### src/rtl/ram_frame_pkg.sv
// rtl/ram_frame_pkg.sv - shared types for the RAM frame writer
//
// Purpose: FSM state encoding, frame descriptor struct and a small
//          saturating-counter helper used by ram_frame_writer.
// Ports:   none (package).

package ram_frame_pkg;

  typedef enum logic [1:0] {
    ST_IDLE   = 2'd0,
    ST_WRITE  = 2'd1,
    ST_DROP   = 2'd2,
    ST_COMMIT = 2'd3
  } frame_state_t;

  // Fixed-width container wide enough for any supported AW/LW; the writer
  // zero-extends its narrower fields into it.
  localparam int DESC_ADDR_W = 16;
  localparam int DESC_LEN_W  = 17;

  typedef struct packed {
    logic [DESC_ADDR_W-1:0] addr;
    logic [DESC_LEN_W-1:0]  len;
  } frame_desc_t;

  function automatic logic [15:0] sat_inc16(input logic [15:0] v);
    return (v == 16'hFFFF) ? v : v + 16'd1;
  endfunction

endpackage

### src/rtl/ram_frame_writer.sv
// rtl/ram_frame_writer.sv - writes framed word stream into a circular RAM buffer
//
// Purpose: accepts a valid/ready word stream, writes each kept word to the
//          RAM write port one cycle after acceptance, and publishes a
//          {addr,len} descriptor per complete frame. Frames that overflow the
//          buffer or exceed MAX_LEN are rolled back and discarded.
// Optional: FRAME_DROP_CNT_EN adds the saturating drop_cnt output.
// Ports:
//   clka, rstb              clock, synchronous active-high reset
//   s_data/s_valid/s_last   word stream in, s_ready back-pressure out
//   rd_free_ptr             reader release pointer (AW+1 bits, clka domain)
//   wea/addra/dina          RAM port A write
//   desc_valid/desc_ready   descriptor handshake, desc_addr/desc_len payload
//   drop_cnt                dropped-frame count (FRAME_DROP_CNT_EN only)

module ram_frame_writer
  import ram_frame_pkg::*;
#(
  parameter int RAM_WIDTH = 32,
  parameter int RAM_DEPTH = 1024,
  parameter int MAX_LEN   = 256,
  localparam int AW = $clog2(RAM_DEPTH),
  localparam int LW = $clog2(MAX_LEN) + 1
) (
  input  logic                 clka,
  input  logic                 rstb,
  input  logic [RAM_WIDTH-1:0] s_data,
  input  logic                 s_valid,
  input  logic                 s_last,
  output logic                 s_ready,
  input  logic [AW:0]          rd_free_ptr,
  output logic                 wea,
  output logic [AW-1:0]        addra,
  output logic [RAM_WIDTH-1:0] dina,
  output logic                 desc_valid,
  input  logic                 desc_ready,
  output logic [AW-1:0]        desc_addr,
  output logic [LW-1:0]        desc_len
`ifdef FRAME_DROP_CNT_EN
  ,
  output logic [15:0]          drop_cnt
`endif
);

  frame_state_t         r_state;
  frame_state_t         w_state_n;
  logic [AW:0]          r_wr_ptr;
  logic [AW:0]          r_cur_ptr;
  logic [AW:0]          w_wr_ptr_n;
  logic [AW:0]          w_cur_ptr_n;
  logic [LW-1:0]        r_len;
  logic [LW-1:0]        w_len_n;
  logic                 r_wea;
  logic [AW-1:0]        r_addra;
  logic [RAM_WIDTH-1:0] r_dina;

  logic [AW:0]          w_used;
  logic                 w_full;
  logic                 w_len_max;
  logic                 w_accept;
  logic                 w_keep;
  logic                 w_drop;
  frame_desc_t          w_desc;
  logic                 w_unused_desc;

  // Occupancy uses the live rd_free_ptr so a same-cycle release counts.
  assign w_used    = r_cur_ptr - rd_free_ptr;
  assign w_full    = (w_used == (AW+1)'(RAM_DEPTH));
  assign w_len_max = (r_len == LW'(MAX_LEN));

  assign s_ready  = !rstb && (r_state != ST_COMMIT);
  assign w_accept = s_valid && s_ready;

  always_comb begin
    w_state_n   = r_state;
    w_wr_ptr_n  = r_wr_ptr;
    w_cur_ptr_n = r_cur_ptr;
    w_len_n     = r_len;
    w_keep      = 1'b0;
    w_drop      = 1'b0;

    case (r_state)
      ST_IDLE: begin
        if (w_accept) begin
          if (w_full) begin
            w_drop    = 1'b1;
            w_state_n = s_last ? ST_IDLE : ST_DROP;
          end else begin
            w_keep      = 1'b1;
            w_len_n     = LW'(1);
            w_cur_ptr_n = r_cur_ptr + 1'b1;
            w_state_n   = s_last ? ST_COMMIT : ST_WRITE;
          end
        end
      end
      ST_WRITE: begin
        if (w_accept) begin
          if (w_full || w_len_max) begin
            w_drop    = 1'b1;
            w_state_n = s_last ? ST_IDLE : ST_DROP;
          end else begin
            w_keep      = 1'b1;
            w_len_n     = r_len + LW'(1);
            w_cur_ptr_n = r_cur_ptr + 1'b1;
            if (s_last) begin
              w_state_n = ST_COMMIT;
            end
          end
        end
      end
      ST_DROP: begin
        if (w_accept && s_last) begin
          w_state_n = ST_IDLE;
        end
      end
      ST_COMMIT: begin
        if (desc_ready) begin
          w_wr_ptr_n = r_cur_ptr;
          w_len_n    = '0;
          w_state_n  = ST_IDLE;
        end
      end
      default: begin
        w_state_n = ST_IDLE;
      end
    endcase

    // Rollback: words already written for this frame are abandoned in place.
    if (w_drop) begin
      w_cur_ptr_n = r_wr_ptr;
      w_len_n     = '0;
    end
  end

  always_ff @(posedge clka) begin
    if (rstb) begin
      r_state   <= ST_IDLE;
      r_wr_ptr  <= '0;
      r_cur_ptr <= '0;
      r_len     <= '0;
      r_wea     <= 1'b0;
      r_addra   <= '0;
      r_dina    <= '0;
    end else begin
      r_state   <= w_state_n;
      r_wr_ptr  <= w_wr_ptr_n;
      r_cur_ptr <= w_cur_ptr_n;
      r_len     <= w_len_n;
      r_wea     <= w_keep;
      if (w_keep) begin
        r_addra <= r_cur_ptr[AW-1:0];
        r_dina  <= s_data;
      end
    end
  end

  assign wea   = r_wea;
  assign addra = r_addra;
  assign dina  = r_dina;

  // In COMMIT wr_ptr still marks the frame start and len its word count.
  // COMMIT is entered on the same edge that registers the last write, so
  // desc_valid and that wea rise together.
  assign w_desc.addr   = DESC_ADDR_W'(r_wr_ptr[AW-1:0]);
  assign w_desc.len    = DESC_LEN_W'(r_len);
  assign desc_valid    = (r_state == ST_COMMIT);
  assign desc_addr     = w_desc.addr[AW-1:0];
  assign desc_len      = w_desc.len[LW-1:0];
  // Upper struct bits beyond AW/LW are always zero.
  assign w_unused_desc = ^w_desc;

`ifdef FRAME_DROP_CNT_EN
  logic [15:0] r_drop_cnt;

  always_ff @(posedge clka) begin
    if (rstb) begin
      r_drop_cnt <= 16'd0;
    end else if (w_drop) begin
      r_drop_cnt <= sat_inc16(r_drop_cnt);
    end
  end

  assign drop_cnt = r_drop_cnt;
`endif

endmodule

### config.mk
export PLATFORM = sky130hd
export DESIGN_NAME = ram_frame_writer
export DESIGN_NICKNAME = d
export VERILOG_FILES = /design/src/rtl/ram_frame_pkg.sv /design/src/rtl/ram_frame_writer.sv
export SDC_FILE = /design/constraint.sdc
export NUM_CORES = 1
export LEC_CHECK = 0
export CAP_MARGIN = 20
export CORE_ASPECT_RATIO = 1.2
export CORE_MARGIN = 3
export CORE_UTILIZATION = 52
export DETAILED_ROUTE_END_ITERATION = 16
export HOLD_SLACK_MARGIN = 0.02
export PLACE_DENSITY_LB_ADDON = 0.3
export SLEW_MARGIN = 20
export SYNTH_ARGS = -nofsm -noshare
export SYNTH_HDL_FRONTEND = slang
export SYNTH_SLANG_ARGS = --single-unit
### constraint.sdc
create_clock -name clka -period 4.63 [get_ports clka]
set_clock_uncertainty 0.15 [all_clocks]
set_input_delay 0.463 -clock clka [delete_from_list [all_inputs] [get_ports clka]]
set_output_delay 0.463 -clock clka [all_outputs]
set_load 0.1 [all_outputs]
# After elaboration in Yosys (flattened, before gate mapping)
# Index checks and enable logic that the tools add are counted.
# classes
mux	32
eq_ne	17
addsub	3
n_reduce_logical	13
# ops
cell	count
11-bit two-way mux	5
9-bit two-way mux	5
9-bit one-hot mux with 3 select lines	1
11-bit one-hot mux with 2 select lines	1
2-bit two-way mux	9
3-bit inequality test (second input constant)	5
2-bit inequality test (second input constant)	6
11-bit by 1-bit adder with 11-bit output (second input constant)	1
11-bit equality test (second input constant)	1
11-bit subtractor	1
5-bit AND reduction	2
9-bit by 1-bit adder with 9-bit output (second input constant)	1
9-bit equality test (second input constant)	1
1-bit two-way mux	8
2-bit one-hot mux with 4 select lines	1
6-bit AND reduction	1
3-bit nonzero test	2
2-bit equality test (second input constant)	2
1-bit one-hot mux with 2 select lines	2
1-bit logical AND	3
2-bit by 1-bit equality test with 1-bit output (second input constant)	1
2-bit zero test	1
2-bit by 1-bit inequality test with 1-bit output (second input constant)	1
2-bit AND reduction	1
other kinds (3)	3
# word_totals
output_inout_bits	64
elab_cells	72
register_bits	76
input_bits	48

# Longest topological paths before layout
# Gate-level depths: netlist (run 1).
# depth
word_depth	8
ltp_mapped	12
mapped_depth_nobuf	10

# Least setup slack after synthesis (run 1)
# Ideal clock, no wire load.
# synth_timing
path_type	in2reg
startpoint	in rd_free_ptr[3]
endpoint	reg r_cur_ptr[9]
required_time_ns	4.355
path_stages	11
arrival_time_ns	2.836
setup_ns	0.125
path_buffers	1
path_slack_ns	1.519
cell_sequence	inv_1 -> ha_1 -> a21o_1 -> or3_1 -> o211a_1 -> nor4_1 -> nor3_4 -> o21ai_4 -> clkbuf_8 -> mux2i_1 -> o2bb2ai_1
# synth_via
elab_chain_len	8
elab_cells_between_ends	15
cone_classes	1 x add/sub; 5 x eq/ne; 6 x mux; 3 x reduce/logical
# synth_rtl
element	line_no	text
start: declaration	ram_frame_writer.sv:31	input logic [AW:0] rd_free_ptr,
11-bit subtractor *	ram_frame_writer.sv:67	assign w_used = r_cur_ptr - rd_free_ptr;
11-bit equality test *	ram_frame_writer.sv:68	assign w_full = (w_used == (AW+1)'(RAM_DEPTH));
1-bit logical OR	ram_frame_writer.sv:98	if (w_full || w_len_max) begin
1-bit two-way mux	ram_frame_writer.sv:98	
1-bit two-way mux	ram_frame_writer.sv:97	if (w_accept) begin
1-bit one-hot mux with 2 select lines	ram_frame_writer.sv:82	case (r_state)
3-bit inequality test (no source line) or 3-bit nonzero test (tied branches)	-	
5-bit AND reduction (no source line)	-	
end signal: assignment	ram_frame_writer.sv:147	r_cur_ptr <= w_cur_ptr_n;
end: declaration	ram_frame_writer.sv:48	logic [AW:0] r_cur_ptr;
# Every way passes the cells marked *; elsewhere a longest branch is shown, timed or not.
# A chain may end at the register's enable or synchronous reset.

# Worst setup path after layout (run 1)
# layout_timing
startpoint	in rd_free_ptr[3]
endpoint	reg r_cur_ptr[6]
# Same word-level chain as after synthesis.

==> summary by stage, run 1 <==
Clock tree
The count of hold-fix buffers inserted at cts is 0. The number of setup buffers added after CTS is 0. The maximum number of buffers from clock root to sink is 2. At the later pin of the worst-skew pair, clock insertion delay measures 0.35 ns. The maximum level of the CTS H-tree is 3. The number of gates resized after cts is 0.

Clock-pin slew was measured on the worst setup and hold paths at 0.09 ns. TritonCTS built the clock tree. The clock root buffer is clkbuf_8. Counting the buffers created by CTS gives 9. The total number of clock tree sinks is 76.

Global route
The via count of the first global-routing pass is 3625. The number of antenna violations at the first check in global routing is 0. The maximum number of pins on one net before global-route repair is 69.

For this run, the total global-route usage over all layers was measured as 23.4%. The layer with the highest usage is met2. Global routing used 39.3% of the available met2 tracks. Global routing used 7.60% of the available met3 tracks. The global-route congestion overflow total is 0. The first global-routing pass estimated 16500 um of wire. The met1 global-route usage is 28.1%.

Die
The overall die width is 85.0 um. The starting density of the core is 55.1%. The area of the core is 7060 um^2. The row count is 33.

The die covers 8570 um^2. The number of I/O pins is 112. The height of the die is 101 um.

Synthesis
The count of flip-flops with a built-in enable after synthesis is 0. The synthesized design contains 76 register bits. A synthesized cell averages 8.89 um^2. By area, the combinational part of the netlist is dominated by simple AND/OR/NAND/NOR gates.

Summing the areas of all and, or, nand and nor instances in the mapped netlist gives 21.5% of the synthesized area. The cell type with the largest total area after synthesis is dfxtp_1. The adder-cell area share of the yosys netlist is 4.18%. Counting every net in the synthesized netlist gives 499. dfxtp_1 is the most common cell in the netlist.

The share of flip-flops with an asynchronous set or reset after synthesis is 0%. For this run, the number of Yosys warnings is 0. The share of the Yosys chip area taken by registers is 39.1%. The number of distinct library cells after synthesis is 53.

In the synthesized netlist the dominant register cell turns out to be dfxtp_1. The area share of the largest cell type after synthesis is 39.1%. Ranked by total cell area, the synthesized netlist is headed by dfxtp_1 39%, mux2i_1 13%, nor2_1 5.4%.

After synthesis, the share of cell area in mux cells is 13.1%. Of the total synthesized cell area, the portion taken by XOR and XNOR cells is 0.900%. By count the netlist is led by 76 x dfxtp_1, 56 x nor2_1, 51 x mux2i_1. Synthesis handed over a netlist of 438 instances. The fraction of the mapped netlist area in compound gates is 14.0%. The synthesized area is 3890 um^2.

Final layout
The area growth from synthesis to layout is 31.5%. The count of cells in the finished layout, fillers not included, comes to 625. The fraction of final layout cells with drive strength greater than 1 is 5.76%.

The layout net count is 594. The number of antenna diodes is 0. Counting the fill cells in the layout gives 515.

Worst hold path
The number of stages on the worst hold path is 2. The worst hold path begins at r_wr_ptr[10]. The path with the worst hold slack has its endpoint at r_wr_ptr[10]. The kind of path behind the tightest hold check is register to register.

Timing
The routed design could run at a clock period as short as 3.76 ns. The final setup TNS is 0 ns. The number of hold violations in the final report is 0. The count of pins over their slew limit is 0. The maximum achievable frequency is 266 MHz. At the pin with the least slew margin, the transition time is 1.04 ns.

The worst-case headroom to the max-slew limit is 30.6%. Dividing the final minimum period by the clock period gives 81.2%. Setup repair after global routing left no endpoint under its margin. Setup violations remaining at the end of the flow were counted as 0.

Place
The cell total after placement is 609. The final weighted congestion in routability-driven placement is 0.895. Once detailed placement completed, the half-perimeter wirelength came to 6920 um. The count of buffers added on input and output ports is 111.

Drt
The length of the first detailed-routing pass in iterations is 4. The final wirelength is 9590 um. The average vias per placed instance is 5.66.

The average wire per cell in the routed design is 15.3 um. The count of nets left with antenna violations once routing finished came out at 0. After the first detailed-routing iteration, the DRC count stood at 162. The count of unresolved DRC violations after routing is 0. The total number of vias is 3538.

Pwr
The analysis attributes to cell leakage a power of 2.14 nW. Across the VDD grid, the largest voltage drop is 0.257 mV. For this design the ratio of total power to cell area is 287 nW/um^2.

Worst setup path
The register-to-register setup slack is 0.97 ns. The destination of the worst register-to-register timing path is r_cur_ptr[6]. The launching element type of the critical path is an input pin.

The worst register-to-register path begins at r_cur_ptr[3]. The type of the worst setup path is input pin to register. The data required time at the worst endpoint is 4.72 ns. The critical path launch point is rd_free_ptr[3]. Counting cells, the worst reg-to-reg path comes to 10. The maximum fanout along the worst path is 28. The data arrival time of the critical path is 3.85 ns.

The category of the worst setup path capture point is a register.

Status
The flow ran to the end, and the final reports show no timing, DRC or antenna violations.

Job
Across the run, the number of max-cap violations was 0.
cells in the final DEF (no fill, tap or decap), types with 3 or more instances in the layout:
master	count
nand3_1	12
dfxtp_1	76
and3_1	4
and2_1	4
a21o_1	5
a31oi_1	3
nand4_1	6
o31ai_1	4
nor2_1	56
mux2i_1	51
nand2b_1	6
o21ai_0	9
nand2_1	43
inv_1	19
nor4_1	5
buf_4	4
or4_1	5
clkbuf_8	9
clkdlybuf4s50_1	110
or3_1	6
nand3b_1	4
o2bb2ai_1	5
a21oi_1	23
a211oi_1	5
nor2b_1	6
ha_1	13
nor3_1	5
report_power, final:
group / leakage, nW / total, mW / switching [mW] / internal [mW]
combinational: 1.43 / 0.314 / 0.206 / 0.108
sequential: 0.617 / 0.688 / 0.0161 / 0.672
clock: 0.0881 / 0.466 / 0.264 / 0.202
logic make-up after synthesis:
kind of cell	Yosys count
adder cells (fa/ha/maj)	13
flip-flops	76
AO/OA/AOI/OAI	74
buffers and inverters	50
AND/OR/NAND/NOR	170
XOR/XNOR	4
multiplexers	51
flip-flops by register name, indices dropped and copies added (netlist names):
name,flops
wea,1
addra,10
desc_len,9
r_wr_ptr,11
dina,32
r_cur_ptr,11
r_state,2
per-stage QoR:
| step | area, um^2 | power (mW) | setup WS (ns) | util [%] | hold WS [ns] |
|---|---|---|---|---|---|
| after floorplan | 3890 | 0.925 | 1.52 | - | 0.287 |
| after global placement | 4940 | 1.01 | 0.664 | 69.9 | 0.292 |
| after detailed placement | 4940 | 1.02 | 0.516 | 69.9 | 0.305 |
| after CTS | 5120 | 1.48 | 0.882 | 72.5 | 0.315 |
| after global routing | 5120 | 1.53 | 0.705 | 72.5 | 0.352 |
| final | 5120 | 1.47 | 0.871 | 72.5 | 0.315 |
metal layers:
metal / wire length [um] / share of wire (%)
met5: 0 / 0
met4: 177 / 1.8
met3: 851 / 8.9
met2: 4590 / 48
met1: 3970 / 41
worst max path at each step:
stage	end	slack, ns	cells past startpoint
floorplan	r_cur_ptr[9]	1.52	11
global placement	r_cur_ptr[6]	0.66	12
detailed placement	r_cur_ptr[6]	0.52	12
CTS	r_cur_ptr[6]	0.88	12
global route	r_cur_ptr[6]	0.70	12
finish	r_cur_ptr[6]	0.87	12
critical path, cell delays in order:
cell             delay [ns]
clkdlybuf4s50_1        0.45
inv_1                  0.04
ha_1                   0.36
a21o_1                 0.20
or3_1                  0.34
o211a_1                0.26
nor4_1                 0.53
nor3_4                 0.15
o211ai_4               0.20
buf_4                  0.41
o22ai_1                0.12
a311o_1                0.32
cell type report:
cell class                 instances  area, um^2  share of cell area, %
clock buffer                       9         124                   2.42
clock inverter                     7        57.6                   1.12
inverter                          19        71.3                   1.39
multi-input combinational        312        2100                   41.0
sequential                        76        1520                   29.7
tap                               87         109                   2.13
timing repair buffer             115        1140                   22.2
Power figures use the tool's default switching activity.
==> run 2, diff against run 1 <==
--- a/config.mk
+++ b/config.mk
@@ -8,7 +8,7 @@
 export CAP_MARGIN = 20
 export CORE_ASPECT_RATIO = 1.2
 export CORE_MARGIN = 3
-export CORE_UTILIZATION = 52
+export CORE_UTILIZATION = 48
 export DETAILED_ROUTE_END_ITERATION = 16
 export HOLD_SLACK_MARGIN = 0.02
 export PLACE_DENSITY_LB_ADDON = 0.3
==> constraint.sdc (replaced) <==
create_clock -name clka -period 3.9 [get_ports clka]
set_clock_uncertainty 0.15 [all_clocks]
set_input_delay 0.39 -clock clka [delete_from_list [all_inputs] [get_ports clka]]
set_output_delay 0.39 -clock clka [all_outputs]
set_load 0.1 [all_outputs]
==> summary by stage, run 2 (same netlist as run 1, synthesis figures left out) <==
Die
The area of the core is 7790 um^2 (was 7060 um^2). The row count is 35 (was 33). The number of I/O pins was 112 (unchanged). The overall die width is 88.2 um (was 85.0 um).

The starting density of the core came to 50.0% (was 55.1%). The area of the die is 9230 um^2 (was 8570 um^2). The height of the die is 105 um (was 101 um).

Timing
Setup repair after global routing missed its margin: no (unchanged). The maximum achievable frequency is 291 MHz. The count of pins over their slew limit was 0 (unchanged).

The share of the clock period used by the worst path after layout is 88.3%. The clock period minus worst slack is 3.44 ns. The number of hold violations in the final report is 0 (unchanged).

The final setup TNS is 0 ns (unchanged). The least setup slack across all paths after layout came to 0.458 ns (was 0.871 ns). The worst-case headroom to the max-slew limit is 31.4% (was 30.6%).

The transition at the pin with the smallest max-transition slack came to 1.03 ns (was 1.04 ns). The final setup violation count is 0 (unchanged).

Drt
The total number of vias is 3505 (was 3538). The length of the first detailed-routing pass in iterations was 4 (unchanged). The final wirelength is 9740 um (was 9590 um). The average vias per placed instance was 5.53 (was 5.66). The average wire per cell in the routed design is 15.4 um (was 15.3 um).

The antenna violation net count after detailed routing is 0 (unchanged). The initial DRC count is 270 (was 162). The count of unresolved DRC violations after routing was 0 (unchanged).

Pwr
The reported net switching power is 0.558 mW (was 0.486 mW). The leakage dissipation is 2.21 nW (was 2.14 nW). The areal power density over the cells is 367 nW/um^2 (was 287 nW/um^2).

The proportion of power drawn by flip-flops and latches is 42.2% (was 46.9%). The combinational share of power is 19.7% (was 21.4%). The worst supply voltage drop on vdd is 0.300 mV (was 0.257 mV). The switching fraction of total power is 28.8% (was 33.1%). The clock share of power is 38.1% (was 31.7%).

The design internal power is 1.38 mW (was 0.982 mW). The overall power after layout is 1.94 mW (was 1.47 mW).

Final layout
The most common cell after layout, fill and taps aside is clkdlybuf4s50_1 (unchanged). The number of antenna diodes is 0 (unchanged). The final design utilization is 67.6% (was 72.5%). The layout net count is 598 (was 594). The number of flip-flops in the largest register was 32 (unchanged). The fraction of final layout cells with drive strength greater than 1 is 6.46% (was 5.76%). Top library cells by usage in the layout, fill and taps aside: 109 x clkdlybuf4s50_1, 76 x dfxtp_1, 56 x nor2_1 (was 110 x clkdlybuf4s50_1, 76 x dfxtp_1, 56 x nor2_1). The area growth from synthesis to layout was 35.3% (was 31.5%).

Clock tree
The number of gates resized after cts is 0 (unchanged). The number of buffers created by CTS is 9 (unchanged). The clock latency on the worst-skew pair came to 0.35 ns (about the same). The count of hold-fix buffers inserted at cts is 0 (unchanged). The maximum number of buffers from clock root to sink is 2 (unchanged).

The total number of clock tree sinks came to 76 (unchanged). The clock-pin slew reported for the worst setup and hold paths after clock tree synthesis was 0.07 ns (was 0.09 ns). The maximum level of the CTS H-tree is 3 (unchanged). The CTS tree is built (unchanged).

The clock root buffer is clkbuf_8 (unchanged). The count of buffers added by post-CTS timing repair for setup is 0 (unchanged).

Global route
The wire length of the first global-routing pass came to 15800 um (was 16500 um). The number of antenna violations at the first check in global routing is 0 (unchanged). The maximum number of pins on one net before global-route repair was 69 (unchanged). The global-route congestion overflow total is 0 (unchanged).

The aggregate global-route resource usage is 21.3% (was 23.4%). The via count of the first global-routing pass is 3423 (was 3625).

Worst setup path
The data arrival time of the critical path is 3.50 ns (was 3.85 ns). The maximum fanout along the worst path is 19 (was 28). The type of the worst setup path was input pin to register (unchanged).

The category of the worst setup path capture point is a register (unchanged). The data required time at the worst endpoint is 3.95 ns (was 4.72 ns). The launching element type of the critical path was an input pin (unchanged).

Place
The half-perimeter wire length of the detailed placement result is 6850 um (was 6920 um). The worst slack after detailed placement is 0.116 ns (was 0.516 ns). The final weighted congestion in routability-driven placement was 0.923 (was 0.895). The number of I/O port buffers came to 111 (unchanged).

Worst hold path
The kind of path behind the tightest hold check is register to register (unchanged).

Job
The number of max-capacitance violations reported is 0 (unchanged).

Status
Status: finished, final reports clean (unchanged).
==> run 2: changes by cell type in the layout (fill, tap and decap cells not counted), sizes merged <==
cell           change
clkinv             -2
clkinvlp           -1
clkdlybuf4s50      -1
clkbuf             +2
inv                -2
buf                +5
bufinv             +3
==> run 2: final timing paths <==
check,startpoint,endpoint,slack [ns],cells after the start
worst min-delay path,r_wr_ptr[10],r_wr_ptr[10],0.31,2
worst min register to register,r_wr_ptr[10],r_wr_ptr[10],0.31,2
worst max-delay path,rd_free_ptr[3],dina[6],0.46,14
worst max register to register,r_cur_ptr[3],dina[6],0.50,12
==> run 2: area by class of cell <==
class,count,area (um^2)
well taps,92,115
flip-flops and latches,76,1520
fillers,653,2530
multi-input cells,312,2100
repair buffers,119,1210
clock inverters,5,106
clock buffers,11,141
inverters,19,71.3
==> run 2: stage by stage <==
step | hold slack (ns) | cell area (um^2) | cells
2_1_floorplan | 0.287 | 3890 | 438
3_3_place_gp | 0.294 | 5020 | 618
3_5_place_dp | 0.297 | 5020 | 618
4_1_cts | 0.307 | 5270 | 634
5_1_grt | 0.355 | 5270 | 634
6_report | 0.313 | 5270 | 634
==> run 2: power by group through the flow <==
stage          Clock, mW  Sequential [mW]  Combinational, mW
2_1_floorplan          0            0.968              0.131
3_3_place_gp           0            0.834              0.376
3_5_place_dp           0            0.834              0.381
4_1_cts            0.752            0.817              0.383
5_1_grt            0.780            0.821              0.402
6_report           0.738            0.817              0.381
==> run 2: layer usage <==
layer	share of wire [%]	vias up	routed length [um]	GRT usage, %
li1	-	1741	-	-
met1	43	1631	4190	26.7
met2	47	123	4580	33.8
met3	8.7	10	843	7.73
met4	1.3	0	123	6.80
met5	0	-	0	0
==> run 2: worst max-delay path, cell delays in order <==
cell and delay, ns:
clkdlybuf4s50_1 0.46, inv_1 0.04, ha_1 0.35, a21o_1 0.21
or3_1 0.33, o211a_1 0.26, nor4_1 0.30, buf_4 0.19
nor3_4 0.06, o211ai_4 0.24, buf_12 0.22, buf_12 0.16
mux2i_1 0.21, nor2_1 0.06
==> run 3, diff against run 2 <==
--- a/config.mk
+++ b/config.mk
@@ -5,7 +5,6 @@
 export SDC_FILE = /design/constraint.sdc
 export NUM_CORES = 1
 export LEC_CHECK = 0
-export CAP_MARGIN = 20
 export CORE_ASPECT_RATIO = 1.2
 export CORE_MARGIN = 3
 export CORE_UTILIZATION = 48
==> results of run 3 <==
Final layout, timing and power as in run 2 (identical DEF).
